## config.mk

```make
export PLATFORM = sky130hd
export DESIGN_NAME = xgmii_rx_frame_extract_flat
export DESIGN_NICKNAME = d
export VERILOG_FILES = /design/src/rtl/xgmii_pkg.sv /design/src/rtl/xgmii_rx_frame_extract_if.sv /design/src/rtl/xgmii_rx_lane_align.sv /design/src/rtl/xgmii_rx_frame_extract.sv /design/src/flat_wrapper.sv
export SDC_FILE = /design/constraint.sdc
export NUM_CORES = 1
export LEC_CHECK = 0
export CORE_UTILIZATION = 50
export DETAILED_ROUTE_END_ITERATION = 10
export GPL_ROUTABILITY_DRIVEN = 0
export PLACE_DENSITY_LB_ADDON = 0.12
export REMOVE_ABC_BUFFERS = 1
export SETUP_SLACK_MARGIN = 0.5
export SYNTH_ARGS = -nofsm -noshare
export SYNTH_HDL_FRONTEND = slang
export SYNTH_SLANG_ARGS = --single-unit
```

## constraint.sdc

```tcl
create_clock -name usrclk -period 7 [get_ports usrclk]
set_input_delay 1.05 -clock usrclk [delete_from_list [all_inputs] [get_ports usrclk]]
set_output_delay 1.05 -clock usrclk [all_outputs]
set_load 0.01 [all_outputs]
```

## src/rtl/xgmii_pkg.sv

```systemverilog
// Shared XGMII code points, decoder state encoding and small helpers
// for the receive frame extractor.
package xgmii_pkg;
  localparam logic [7:0] XGMII_START = 8'hFB;
  localparam logic [7:0] XGMII_TERM  = 8'hFD;
  localparam logic [7:0] XGMII_ERROR = 8'hFE;
  localparam logic [7:0] XGMII_IDLE  = 8'h07;
  localparam logic [7:0] XGMII_PRE   = 8'h55;
  localparam logic [7:0] XGMII_SFD   = 8'hD5;

  localparam logic [63:0] XGMII_HDR   = {XGMII_SFD, {6{XGMII_PRE}}, XGMII_START};
  localparam logic [7:0]  XGMII_HDR_C = 8'h01;

  typedef enum logic [1:0] {ST_IDLE, ST_DATA, ST_DROP} rx_state_e;

  typedef struct packed {
    logic [63:0] d;
    logic [7:0]  c;
    logic        vld;
  } xgmii_word_t;

  // Byte-valid mask for a terminate in lane k (k=1..7): low k bits set.
  function automatic logic [7:0] keep_mask(input logic [2:0] k);
    return 8'hFF >> (4'd8 - {1'b0, k});
  endfunction
endpackage

```

## src/rtl/xgmii_rx_frame_extract_if.sv

```systemverilog
// XGMII receive side plus the extracted-frame output stream.
interface xgmii_rx_frame_extract_if;
  logic [63:0] xgmii_rxd;
  logic [7:0]  xgmii_rxc;
  logic        align_status;
  logic [63:0] rx_data;
  logic        rx_valid;
  logic        rx_sof;
  logic        rx_eof;
  logic [7:0]  rx_keep;
  logic        rx_err;

  modport master (
    output xgmii_rxd, xgmii_rxc, align_status,
    input  rx_data, rx_valid, rx_sof, rx_eof, rx_keep, rx_err
  );
  modport slave (
    input  xgmii_rxd, xgmii_rxc, align_status,
    output rx_data, rx_valid, rx_sof, rx_eof, rx_keep, rx_err
  );
endinterface

```

## src/rtl/xgmii_rx_lane_align.sv

```systemverilog
// Re-aligns lane-4 starts onto lane 0. nxt is the aligned word for this cycle
// (used by the decoder as lookahead); cur_d is that word registered one cycle.
module xgmii_rx_lane_align
  import xgmii_pkg::*;
(
  input  logic        usrclk,
  input  logic        reset,
  input  xgmii_word_t raw,
  output xgmii_word_t nxt,
  output logic [63:0] cur_d
);
  logic        shift;
  logic [31:0] prev_d;
  logic [3:0]  prev_c;
  logic        start0, start4;

  assign start0 = raw.vld && raw.c[0] && (raw.d[7:0]   == XGMII_START);
  assign start4 = raw.vld && raw.c[4] && (raw.d[39:32] == XGMII_START);

  // A lane-0 start leaves shift mode at once: the upper half still buffered is
  // inter-frame gap, since minimum IPG rules out a terminate there.
  always_comb begin
    nxt = raw;
    if (shift && !start0) begin
      nxt.d = {raw.d[31:0], prev_d};
      nxt.c = {raw.c[3:0], prev_c};
    end
  end

  always_ff @(posedge usrclk) begin
    if (reset) begin
      shift  <= 1'b0;
      prev_d <= '0;
      prev_c <= '0;
      cur_d  <= '0;
    end else begin
      cur_d <= nxt.d;
      if (!raw.vld)    shift <= 1'b0;
      else if (start0) shift <= 1'b0;
      else if (start4) shift <= 1'b1;
      if (raw.vld) begin
        prev_d <= raw.d[63:32];
        prev_c <= raw.c[7:4];
      end
    end
  end
endmodule

```

## src/rtl/xgmii_rx_frame_extract.sv

```systemverilog
// XGMII receive frame extractor: header check, one-word holdback, terminate/
// error/overflow handling and frame/error counters. Input-to-output latency 2.
module xgmii_rx_frame_extract
  import xgmii_pkg::*;
#(
  parameter int MAX_WORDS = 1200
) (
  input  logic                   usrclk,
  input  logic                   reset,
  xgmii_rx_frame_extract_if.slave bus,
  output logic [31:0]            frame_count,
  output logic [15:0]            err_count
);
  localparam int CW = $clog2(MAX_WORDS + 1);

  xgmii_word_t raw, nxt;
  logic [63:0] cur_d;

  assign raw = '{d: bus.xgmii_rxd, c: bus.xgmii_rxc, vld: bus.align_status};

  xgmii_rx_lane_align u_align (
    .usrclk (usrclk),
    .reset  (reset),
    .raw    (raw),
    .nxt    (nxt),
    .cur_d  (cur_d)
  );

  // Classification of the lookahead word; lanes after a terminate are ignored.
  logic       has_t, ctl_bad, idle_only, is_start, hdr_ok;
  logic [2:0] t_pos;

  always_comb begin
    has_t     = 1'b0;
    t_pos     = 3'd0;
    ctl_bad   = 1'b0;
    idle_only = 1'b1;
    for (int i = 0; i < 8; i++) begin
      if (!has_t && nxt.c[i]) begin
        if (nxt.d[8*i +: 8] == XGMII_TERM) begin
          has_t = 1'b1;
          t_pos = 3'(i);
        end else begin
          ctl_bad = 1'b1;
        end
      end
      if (!(nxt.c[i] && nxt.d[8*i +: 8] == XGMII_IDLE)) idle_only = 1'b0;
    end
  end

  assign is_start = nxt.c[0] && (nxt.d[7:0] == XGMII_START);
  assign hdr_ok   = (nxt.d == XGMII_HDR) && (nxt.c == XGMII_HDR_C);

  // cur_d is the held word; hold_fin marks it as the already-decided last word.
  rx_state_e   state, st_n;
  logic        hold_vld, hold_sof, hold_fin, hold_err;
  logic [7:0]  hold_keep;
  logic [CW-1:0] wcnt;

  logic        hv_n, hs_n, hf_n, he_n;
  logic [7:0]  hk_n;
  logic [CW-1:0] wc_n;
  logic        emit, e_eof, e_err, do_hdr;
  logic [7:0]  e_keep;
  logic [1:0]  drop, err_inc;
  logic        frame_inc;

  always_comb begin
    st_n   = state;
    hv_n   = 1'b0;
    hs_n   = 1'b0;
    hf_n   = 1'b0;
    he_n   = 1'b0;
    hk_n   = 8'hFF;
    wc_n   = wcnt;
    emit   = 1'b0;
    e_eof  = 1'b0;
    e_err  = 1'b0;
    e_keep = 8'hFF;
    do_hdr = 1'b0;
    drop   = 2'd0;

    if (hold_vld && hold_fin) begin
      emit   = 1'b1;
      e_eof  = 1'b1;
      e_err  = hold_err;
      e_keep = hold_keep;
    end

    if (!nxt.vld) begin
      if (state == ST_DATA) begin
        if (hold_vld) begin
          emit  = 1'b1;
          e_eof = 1'b1;
          e_err = 1'b1;
        end else begin
          drop = 2'd1;
        end
      end
      st_n = ST_IDLE;
    end else begin
      case (state)
        ST_IDLE: do_hdr = is_start;
        ST_DROP: if (has_t || idle_only) st_n = ST_IDLE;
        ST_DATA: begin
          if (is_start) begin
            if (hold_vld) begin
              emit  = 1'b1;
              e_eof = 1'b1;
              e_err = 1'b1;
            end else begin
              drop = 2'd1;
            end
            do_hdr = 1'b1;
          end else if (has_t && t_pos == 3'd0) begin
            if (hold_vld) begin
              emit  = 1'b1;
              e_eof = 1'b1;
            end else begin
              drop = 2'd1;
            end
            st_n = ST_IDLE;
          end else if (wcnt == CW'(MAX_WORDS)) begin
            // Word MAX_WORDS+1 arriving: truncate on the held word.
            emit  = 1'b1;
            e_eof = 1'b1;
            e_err = 1'b1;
            st_n  = has_t ? ST_IDLE : ST_DROP;
          end else begin
            emit = hold_vld;
            hv_n = 1'b1;
            hs_n = (wcnt == '0);
            wc_n = wcnt + CW'(1);
            if (ctl_bad) begin
              hf_n = 1'b1;
              he_n = 1'b1;
              st_n = has_t ? ST_IDLE : ST_DROP;
            end else if (has_t) begin
              hf_n = 1'b1;
              hk_n = keep_mask(t_pos);
              st_n = ST_IDLE;
            end
          end
        end
        default: st_n = ST_IDLE;
      endcase
    end

    if (do_hdr) begin
      if (hdr_ok) begin
        st_n = ST_DATA;
        wc_n = '0;
      end else begin
        drop = drop + 2'd1;
        st_n = ST_DROP;
      end
    end
  end

  assign err_inc   = 2'(emit && e_eof && e_err) + drop;
  assign frame_inc = emit && e_eof && !e_err;

  logic [63:0] rx_data_q;
  logic [7:0]  rx_keep_q;
  logic        rx_valid_q, rx_sof_q, rx_eof_q, rx_err_q;

  always_ff @(posedge usrclk) begin
    if (reset) begin
      state       <= ST_IDLE;
      hold_vld    <= 1'b0;
      hold_sof    <= 1'b0;
      hold_fin    <= 1'b0;
      hold_err    <= 1'b0;
      hold_keep   <= 8'hFF;
      wcnt        <= '0;
      rx_data_q   <= '0;
      rx_keep_q   <= '0;
      rx_valid_q  <= 1'b0;
      rx_sof_q    <= 1'b0;
      rx_eof_q    <= 1'b0;
      rx_err_q    <= 1'b0;
      frame_count <= '0;
      err_count   <= '0;
    end else begin
      state      <= st_n;
      hold_vld   <= hv_n;
      hold_sof   <= hs_n;
      hold_fin   <= hf_n;
      hold_err   <= he_n;
      hold_keep  <= hk_n;
      wcnt       <= wc_n;
      rx_valid_q <= emit;
      rx_sof_q   <= emit && hold_sof;
      rx_eof_q   <= emit && e_eof;
      rx_err_q   <= emit && e_eof && e_err;
      rx_keep_q  <= emit ? e_keep : 8'h00;
      if (emit) rx_data_q <= cur_d;
      if (frame_inc && frame_count != 32'hFFFF_FFFF) frame_count <= frame_count + 32'd1;
      if (err_inc != 2'd0)
        err_count <= ({1'b0, err_count} + 17'(err_inc) > 17'h0FFFF) ? 16'hFFFF
                     : err_count + 16'(err_inc);
    end
  end

  assign bus.rx_data  = rx_data_q;
  assign bus.rx_keep  = rx_keep_q;
  assign bus.rx_valid = rx_valid_q;
  assign bus.rx_sof   = rx_sof_q;
  assign bus.rx_eof   = rx_eof_q;
  assign bus.rx_err   = rx_err_q;
endmodule

```

## src/flat_wrapper.sv

```systemverilog
// flat-port wrapper written by rule: the top's interface ports become plain ports
module xgmii_rx_frame_extract_flat import xgmii_pkg::*;
#(
  parameter int MAX_WORDS = 1200
)
  (usrclk, reset, frame_count, err_count, bus_xgmii_rxd, bus_xgmii_rxc, bus_align_status, bus_rx_data, bus_rx_valid, bus_rx_sof, bus_rx_eof, bus_rx_keep, bus_rx_err);
  xgmii_rx_frame_extract_if bus_i ();
  input  logic usrclk;
  input  logic reset;
  output logic [31:0] frame_count;
  output logic [15:0] err_count;
  input wire logic [$bits(bus_i.xgmii_rxd)-1:0] bus_xgmii_rxd;
  input wire logic [$bits(bus_i.xgmii_rxc)-1:0] bus_xgmii_rxc;
  input wire logic [$bits(bus_i.align_status)-1:0] bus_align_status;
  output wire logic [$bits(bus_i.rx_data)-1:0] bus_rx_data;
  output wire logic [$bits(bus_i.rx_valid)-1:0] bus_rx_valid;
  output wire logic [$bits(bus_i.rx_sof)-1:0] bus_rx_sof;
  output wire logic [$bits(bus_i.rx_eof)-1:0] bus_rx_eof;
  output wire logic [$bits(bus_i.rx_keep)-1:0] bus_rx_keep;
  output wire logic [$bits(bus_i.rx_err)-1:0] bus_rx_err;
  assign bus_i.xgmii_rxd = bus_xgmii_rxd;
  assign bus_i.xgmii_rxc = bus_xgmii_rxc;
  assign bus_i.align_status = bus_align_status;
  assign bus_rx_data = bus_i.rx_data;
  assign bus_rx_valid = bus_i.rx_valid;
  assign bus_rx_sof = bus_i.rx_sof;
  assign bus_rx_eof = bus_i.rx_eof;
  assign bus_rx_keep = bus_i.rx_keep;
  assign bus_rx_err = bus_i.rx_err;
  xgmii_rx_frame_extract #(.MAX_WORDS(MAX_WORDS)) u_core (.usrclk(usrclk), .reset(reset), .bus(bus_i), .frame_count(frame_count), .err_count(err_count));
endmodule
```

; ---- Word-level counts from Yosys, hierarchy flattened
; Index checks and enable logic that the tools add are counted.
[totals]
register_bits = 250
out_inout_bits = 124
[classes]
add_sub_neg = 7
order_cmp = 1
n_eq_ne = 29
n_shift = 1
muxes = 111
bitwise = 4
reduce_logical = 49
[op_table]
columns = cell, count
row1 = "8-bit equality test, second input constant", 11
row2 = 11-bit two-way mux, 7
row3 = 72-bit two-way mux, 1
row4 = 1-bit two-way mux, 70
row5 = "64-bit equality test, second input constant", 1
row6 = "8-bit by 3-bit equality test with 1-bit output, second input constant", 8
row7 = 3-bit two-way mux, 13
row8 = "32-bit by 1-bit adder with 32-bit output, second input constant", 1
row9 = 2-bit two-way mux, 16
row10 = "32-bit != test, second input constant", 1
row11 = 1-bit logical AND, 29
row12 = 16-bit by 2-bit adder with 17-bit output, 1
row13 = "17-bit by 16-bit > comparator with 1-bit output, second input constant", 1
row14 = 16-bit by 2-bit adder with 16-bit output, 1
row15 = 16-bit two-way mux, 1
row16 = "11-bit by 1-bit adder with 11-bit output, second input constant", 1
row17 = "11-bit equality test, second input constant", 1
row18 = 11-bit logical NOT, 1
row19 = 1-bit logical NOT, 9
row20 = "8-bit by 1-bit equality test with 1-bit output, second input constant", 1
row21 = 8-bit two-way mux, 1
row22 = 8-bit OR reduction, 1
row23 = "8-bit by 4-bit >> shifter with 8-bit output, first input constant", 1
row24 = "7-bit by 4-bit != test with 1-bit output, second input constant", 1
row25 = other kinds (20), 23

; ---- Longest topological paths before layout
[depth]
ltp_word = 42
depth_mapped = 30

; ---- Hierarchy
; Synthesis repeated with hierarchy kept, for this count alone.
[hier_totals]
hier_cells = 1559
area_unflattened_um2 = 13042.5
[by_module_without_submodules]
columns = module, instances, cells_each, area_per_inst_um2, seq_area_each_um2
row1 = xgmii_rx_frame_extract, 1, 857, 6841.6, 2982.9
row2 = xgmii_rx_lane_align, 1, 702, 6200.9, 2021.9

; ---- Least setup slack after synthesis
; No wires, ideal clock.
[synth_timing]
kind = in2reg
startpoint = input bus_xgmii_rxd[7]
endpoint = register u_core.err_count[9]
arrival_ns = 6.217
required_time_ns = 6.914
slack_ns = 0.697
stages = 29
path_buffers = 2
path_cell_list = nand2_1 > o31ai_2 > buf_4 > nand4b_1 > a21o_1 > and3b_2 > nor2b_1 > o21ai_0 > and2_1 > ha_1 > ha_1 > a21boi_4 > nor2_1 > a21oi_1 > ha_1 > mux2_2 > ha_1 > xnor2_1 > inv_1 > fa_1 > nand3b_1 > nor2_1 > and2_1 > nand2b_1 > or2_2 > clkbuf_1 > nand2_1 > nor2_1 > a211oi_1
[synth_between]
elab_chain_len = 42
[synth_rtl]
columns = item, line
row1 = start: declaration, flat_wrapper.sv:12  ; input wire logic [$bits(bus_i.xgmii_rxd)-1:0] bus_xgmii_rxd;
row2 = 8-bit equality test, xgmii_rx_lane_align.sv:17  ; assign start0 = raw.vld && raw.c[0] && (raw.d[7:0] == XGMII_START);
row3 = 1-bit logical AND, xgmii_rx_lane_align.sv:17
row4 = 1-bit logical NOT, xgmii_rx_lane_align.sv:24  ; if (shift && !start0) begin
row5 = 1-bit logical AND, xgmii_rx_lane_align.sv:24
row6 = 72-bit two-way mux (*), xgmii_rx_lane_align.sv:24
row7 = 8-bit equality test, xgmii_rx_frame_extract.sv:40  ; if (nxt.d[8*i +: 8] == XGMII_TERM) begin
row8 = 1-bit two-way mux, xgmii_rx_frame_extract.sv:40
row9 = 1-bit two-way mux, xgmii_rx_frame_extract.sv:39  ; if (!has_t && nxt.c[i]) begin
row10 = [... 26 more ...], n/a
row11 = 2-bit two-way mux, xgmii_rx_frame_extract.sv:90  ; if (!nxt.vld) begin
row12 = 2-bit by 1-bit adder with 2-bit output, xgmii_rx_frame_extract.sv:154  ; drop = drop + 2'd1;
row13 = 2-bit two-way mux, xgmii_rx_frame_extract.sv:150  ; if (hdr_ok) begin
row14 = 2-bit two-way mux, xgmii_rx_frame_extract.sv:149  ; if (do_hdr) begin
row15 = 1-bit by 2-bit adder with 2-bit output (*), xgmii_rx_frame_extract.sv:160  ; assign err_inc = 2'(emit && e_eof && e_err) + drop;
row16 = 16-bit by 2-bit adder with 17-bit output, xgmii_rx_frame_extract.sv:200  ; err_count <= ({1'b0, err_count} + 17'(err_inc) > 17'h0FFFF) ? 16'hFFFF
row17 = 17-bit by 16-bit > comparator with 1-bit output, xgmii_rx_frame_extract.sv:200
row18 = 16-bit two-way mux, xgmii_rx_frame_extract.sv:200
row19 = end signal: assignment, xgmii_rx_frame_extract.sv:200
row20 = end: declaration, xgmii_rx_frame_extract.sv:12  ; output logic [15:0] err_count
; Every way passes the cells marked *; elsewhere a longest branch is shown, timed or not.
; A chain may end at the register's enable or synchronous reset.

; ---- Worst setup path in the final report
[layout_timing]
startpoint = input bus_xgmii_rxd[3]
endpoint = register u_core.err_count[9]
; The elaborated chain is that of the path after synthesis.

==> flow_metrics.env <==
export IMPL_status="complete, no violations"
export IMPL_antenna_found_initial=0
export IMPL_ys_warn_count=0
export IMPL_fin_util_pct=67.9
export IMPL_fin_skew_ps=11.5
export IMPL_ctsHoldBuffers=0
export IMPL_synth_edf_count=0
export IMPL_critPathLaunchType="input port"
export IMPL_crit_fanout=7
export IMPL_start_util_pct=51.2
export IMPL_cp_slowest_cell="fa_2"
export IMPL_min_period_ps=6220
export IMPL_ant_nets=0
export IMPL_end_kind="flip-flop"
export IMPL_crit_end="u_core.err_count[9]"
export IMPL_post_dp_hpwl_mm=20.8
export IMPL_yosysTopAreaCellShare_pct=46.2
export IMPL_synth_top_family_by_area="simple AND/OR/NAND/NOR gates"
export IMPL_row_count=53
export IMPL_max_freq_ghz=0.161
export IMPL_worst_setup_hold_path_clk_slew_ps=70
export IMPL_gr_total_overflow=0
export IMPL_drt_pass1_iterations=5
export IMPL_synthAdderAreaFrac_pct=1.45
export IMPL_rsz0062_at_grt="false"
export IMPL_ys_seq_area_share_pct=46.2
export IMPL_fin_crit_sh_pct=88.8
export IMPL_synthArstFlopShare_pct=0
export IMPL_wl_per_cell_um=16.7
export IMPL_fin_nets=1618
export IMPL_switching_share_pct=22.7
export IMPL_leakagePower_nw=5.32
export IMPL_netlist_instances=1324
export IMPL_cp_arrival_ps=6660
export IMPL_muxShareOfSynthArea_pct=4.40
export IMPL_min_path_type="flip-flop to flip-flop"
export IMPL_num_antenna_cells=0
export IMPL_synth_simple_area_share_pct=28.8
export IMPL_ys_seq_elements=250
export IMPL_finalPower_mw=3.12
export IMPL_cpMostUsedCell="ha_1"
export IMPL_ys_flop_type="dfxtp_1"
export IMPL_root_buffer="clkbuf_16"
export IMPL_port_buffers=198
export IMPL_drive_gt1_share_pct=9.48
export IMPL_rr_worst_depth=27
export IMPL_synth_compound_area_share_pct=12.7
export IMPL_p_seq_share_pct=47.3
export IMPL_internal_power_mw=2.41
export IMPL_p_per_area_nw_per_um2=217
export IMPL_slowest_delay_ps=350
export IMPL_wirelength_mm=30.5
export IMPL_final_max_slew_viol_count=0
export IMPL_clkPwrFrac_pct=47.0
export IMPL_io_pins=199
export IMPL_grt_pass1_vias=9382
export IMPL_cp_required_ps=7440
export IMPL_placed_cells=1766
export IMPL_max_vdd_ir_drop_mv=0.202
export IMPL_rr_startpoint="u_core.u_align.shift"
export IMPL_die_h_um=149
export IMPL_cp_startpoint="bus_xgmii_rxd[3]"
export IMPL_syn_to_final_growth_pct=32.5
export IMPL_synthDistinctLibCells=74
export IMPL_hold_viol_final=0
export IMPL_synth_area_leaders="dfxtp_1, nand2_1, a21oi_1"
export IMPL_vias_per_cell=5.63
export IMPL_track_usage_pct=26.8
export IMPL_max_slew_margin_pct=30.0
export IMPL_grt_pass1_wl_mm=48.0
export IMPL_initialDrtViolationCount=651
export IMPL_die_area_um2=22300
export IMPL_clock_latency_ps=530
export IMPL_cts_buffer_depth=3
export IMPL_stdcell_count=1826
export IMPL_syn_area_per_cell_um2=8.18
export IMPL_die_w_um=149
export IMPL_power_switching_uw=710
export IMPL_netlist_area_um2=10800
export IMPL_power_frac_comb_pct=5.7
export IMPL_synth_top_area_cell="dfxtp_1"
export IMPL_path_class="input port to flip-flop"
export IMPL_cts_tree="yes"
export IMPL_r2r_end="u_core.err_count[9]"
export IMPL_rrSetupSlack_ps=830
export IMPL_drc=0
export IMPL_synth_xor_area_share_pct=2.91
export IMPL_grt_start_max_net_pins=120
export IMPL_coreArea_um2=21200
export IMPL_max_cap_viol_count=0
export IMPL_cts_buffers=27
export IMPL_yosys_top_cells_count="nand2_1, dfxtp_1, a21oi_1, nor2_1, clkbuf_1"
export IMPL_vias=10280
export IMPL_yosysMostFrequentCell="nand2_1"
export IMPL_setup_viol=0
export IMPL_clkSinkCount=250
export IMPL_worst_pin_slew_ps=1050
export IMPL_cts_max_level=1
placed cells by master (no fill, tap or decap), types with 9 or more instances in the layout:
master	count
nor2_1	121
nand3_1	32
and2_1	10
nor3_1	35
o21ai_1	9
mux2i_1	42
o21ai_0	16
clkbuf_8	9
and3_1	15
clkdlybuf4s50_1	186
nand4_1	21
o21a_1	10
nand4b_1	13
a21oi_1	145
nor4b_1	11
inv_1	24
dfxtp_1	250
xnor2_1	29
ha_1	11
nor4_1	19
nand2_1	302
clkbuf_16	27
buf_4	45
worst min-delay path by stage:
stage / cells after the start / start / slack [ps] / endpoint
final: 1 / u_core.hold_keep[1] / 440 / u_core.bus.rx_keep[1]
after global routing: 2 / u_core.u_align.cur_d[31] / 450 / u_core.bus.rx_data[31]
after CTS: 2 / u_core.u_align.cur_d[22] / 440 / u_core.bus.rx_data[22]
after detailed placement: 1 / u_core.hold_keep[5] / 430 / u_core.bus.rx_keep[5]
after global placement: 2 / u_core.u_align.cur_d[52] / 430 / u_core.bus.rx_data[52]
after floorplan: 2 / u_core.u_align.cur_d[0] / 420 / u_core.bus.rx_data[0]
layout make-up:
class | count | area, um^2
fill | 1762 | 6790
multi-input combinational | 982 | 5590
sequential | 250 | 5000
timing repair buffer | 246 | 2400
clock buffer | 37 | 803
tap | 275 | 344
clock inverter | 12 | 133
inverter | 24 | 90.1
sequential cells by signal, summed over array words and instances (netlist names), 2 cells and up:
name	count
u_core.bus.rx_keep	8
u_core.u_align.prev_d	32
u_core.frame_count	32
u_core.bus.rx_data	64
u_core.state	2
u_core.u_align.prev_c	4
u_core.hold_keep	8
u_core.err_count	16
u_core.wcnt	11
u_core.u_align.cur_d	64
metrics by stage:
step	hold slack (ps)	setup TNS, ps	setup slack, ps	cell area, um^2
3_5_place_dp	426	-16.5	-16.5	13200
4_1_cts	439	0	519	14200
3_3_place_gp	426	0	144	13200
2_1_floorplan	416	-175380	-2550	10600
5_1_grt	447	0	473	14400
6_report	437	0	783	14400
per-layer routing:
layer | track usage [%] | up-vias | routed length (um)
met3 | 4.25 | 85 | 2150
met2 | 43.4 | 391 | 14000
met4 | 10.3 | 0 | 1060
met1 | 35.8 | 4821 | 13300
li1 | - | 4983 | -
met5 | 0 | - | 0
power groups by stage:
stage | Combinational (mW) | Sequential (mW) | Clock [mW]
2_1_floorplan | 0.0580 | 1.50 | 0
3_3_place_gp | 0.171 | 1.50 | 0
3_5_place_dp | 0.171 | 1.51 | 0
4_1_cts | 0.174 | 1.47 | 1.48
5_1_grt | 0.192 | 1.48 | 1.55
6_report | 0.179 | 1.47 | 1.47
repair_timing:
action / CTS / global route
setup endpoints to repair: 2 / 16
gates resized for setup: 7 / 27
buffers inserted: 7 / 3
cloned: 1 / 0
pin swaps: 2 / 11
endpoints found under the hold margin: 0 / 0
worst max-delay path, delay by kind of cell:
kind / cells / cell delay (ps)
muxes: 1 / 260
AOI/OAI and AO/OA: 6 / 1050
adders and majority gates: 6 / 1380
buffers and inverters: 3 / 590
and+or+nand+nor: 13 / 2310
kinds of logic after synthesis:
group	Yosys count
AO/OA/AOI/OAI	235
buffers and inverters	92
multiplexers	47
flip-flops	250
XOR/XNOR	36
adder cells (fa/ha/maj)	12
AND/OR/NAND/NOR	652
No activity file was read; power rests on OpenSTA's default activity.
==> RTL change, RTL diff (same settings) <==
Encoding of `rx_state_e`: now one-hot (3 bits for 3 states).
--- a/src/rtl/xgmii_pkg.sv
+++ b/src/rtl/xgmii_pkg.sv
@@ -11,7 +11,7 @@
   localparam logic [63:0] XGMII_HDR   = {XGMII_SFD, {6{XGMII_PRE}}, XGMII_START};
   localparam logic [7:0]  XGMII_HDR_C = 8'h01;
 
-  typedef enum logic [1:0] {ST_IDLE, ST_DATA, ST_DROP} rx_state_e;
+  typedef enum logic [2:0] {ST_IDLE = 3'b001, ST_DATA = 3'b010, ST_DROP = 3'b100} rx_state_e;
 
   typedef struct packed {
     logic [63:0] d;
Check against the original RTL: same outputs for any inputs over 4 cycles, from zero or initial values and one cycle with reset high; so few cycles prove little.
==> RTL change against the unedited design <==
  * Die area up 9.4%
  * Setup slack improved by 0.053 ns
  * Routed wire length is 13% higher
  * Area after synthesis grew 9.6%
  * Maximum frequency grew 0.86%
  * Highest routed layer unchanged
  * Sequential cell count increased by 1
  * Count of clock-buffer cells in the layout shrank 4
  * Critical path depth decreased by 5
  * Register-to-register slack gained 0.34 ns
  * Critical endpoint is now u_core.err_count[6]
  * Total power is 2.1% higher
  * Final area up 6.4%
  * Combinational power up 8%
  * Largest power group is now clock
==> RTL change: results (changes against the unedited design) <==
reg2reg_to: "u_core.err_count[6]"
clkSinkCount: 251  # +0.40%
hold_path.class: "flop to flop"
path_delay_family: "simple AND/OR/NAND/NOR gates"
grt_pass1_wl_mm: 55.0  # +15%
synth_cell_type_count: 83  # +12%
timing.rr.start: "u_core.u_align.shift"
synth-seq-area-share: 0.423  # -0.0387
cp_max_fo: 5  # -2
grt_max_degree: 90  # -25%
ys_async_sr_fraction: 0  # unchanged
clock_latency_ns: 0.54
finClkSkew_ns: 0.0201  # +0.00865 ns
leakagePower_uw: 0.00551  # +3.6%
hold_depth: 2  # +1
max_stage_delay_ns: 0.58  # +0.23 ns
postRouteWirelength_mm: 34.4  # +13%
min_from: "u_core.hold_sof"
critPathSlowestCell: "clkdlybuf4s50_1"
htreeDepth: 1  # unchanged
inverters: 31  # +29%
layout.clock_buffers: 33  # -11%
buffers: 244  # -0.81%
layout.nets: 1681  # +3.9%
cts_made_buffers: 27  # unchanged
drt-initial-drc-count: 947  # +45%
synthTopCellsByCount: "251 x dfxtp_1, 162 x a21oi_1, 158 x nand2_1"
layout.nonclk_buf_frac: 0.156  # -0.0113
drive_above_1_share: 0.0886  # -0.00618
grt_antenna_before_repair: 2  # +2
worstMarginPinSlew_ns: 1.04  # -0.00832 ns
dr.pass1.iters: 7  # +2
numPortBuffers: 198  # unchanged
num-fill-cells: 2028  # +15%
clock_area_frac: 0.0630  # -0.00222
n_antenna_cell: 2  # +2
whs_endpoint: "u_core.bus.rx_sof"
synth_warnings: 0  # unchanged
multiInputGateArea_um2: 6390  # +14%
cts-root-buf: "clkbuf_16"
cts_buffer_depth: 3  # unchanged
comb.multi_input.count: 1038  # +5.7%
rrSetupSlack_ns: 1.17  # +0.34 ns
grt_pass1_vias: 10630  # +13%
synthTopCellsByArea: "dfxtp_1 42%, a21oi_1 6.8%, nand2_1 5.0%, o211ai_1 4.4%, o21ai_0 3.8%"
peakVddDrop_uv: 128  # -37%
place_hpwl_mm: 23.1  # +11%
cp-startpoint: "bus_xgmii_rxd[28]"
regArea_um2: 5030  # +0.42%
r2r.worst_path.cells: 19  # -30%
worstSetupPathType: "primary input to flop"
grt_usage: 0.277  # +0.00929
via_count: 11536  # +12%
clkTransAtPathRegs_ns: 0.06
status: "completed"
## RTL change: cell count changes after synthesis, moves of 14 or more
cell / change
nand2_1: -146
o21ai_0: +71
clkbuf_1: +14
a21oi_1: +16
xnor2_1: -30
o211ai_1: +67
nand3_1: +16
or3_1: +21
o31ai_1: +21
## RTL change: layer usage
layer | vias to the layer above | part of all wire | track usage | wire (um)
met5 | - | 0 | 0 | 0
met4 | 0 | 0.019 | 0.0845 | 650
met3 | 54 | 0.077 | 0.0458 | 2630
met2 | 459 | 0.44 | 0.426 | 15100
met1 | 5450 | 0.46 | 0.396 | 15900
li1 | 5573 | - | - | -
## RTL change: kinds of logic after synthesis
logic type,share of synthesized area
buf+inv,0.0465
fa+ha+maj,0.0143
mux,0.0534
xor+xnor,0.000738
flops,0.423
compound gates,0.218
simple gates,0.244
## RTL change: power breakdown
part	total [uW]	leakage, uW	switching, uW	internal, uW
Combinational	194	0.00299	112	81.9
Clock	1510	0.000470	600	914
Sequential	1480	0.00205	18.4	1460
Total	3190	0.00551	730	2460
## RTL change: through the flow
stage	std cells	worst slack, ns	instance area [um^2]	power, uW	hold WS, ns
after global placement	1880	0.117	14200	1700	0.410
after detailed placement	1880	-0.0138	14200	1700	0.409
after floorplan	1319	-2.02	11400	1580	0.394
after global routing	1935	0.515	15300	3290	0.458
after CTS	1930	0.510	15200	3200	0.425
final	1935	0.836	15300	3190	0.416
## RTL change: what timing repair did
| item | in CTS | in global routing |
|---|---|---|
| gates resized for setup | 0 | 24 |
| setup endpoints to repair | 0 | 16 |
| buffers inserted | 0 | 1 |
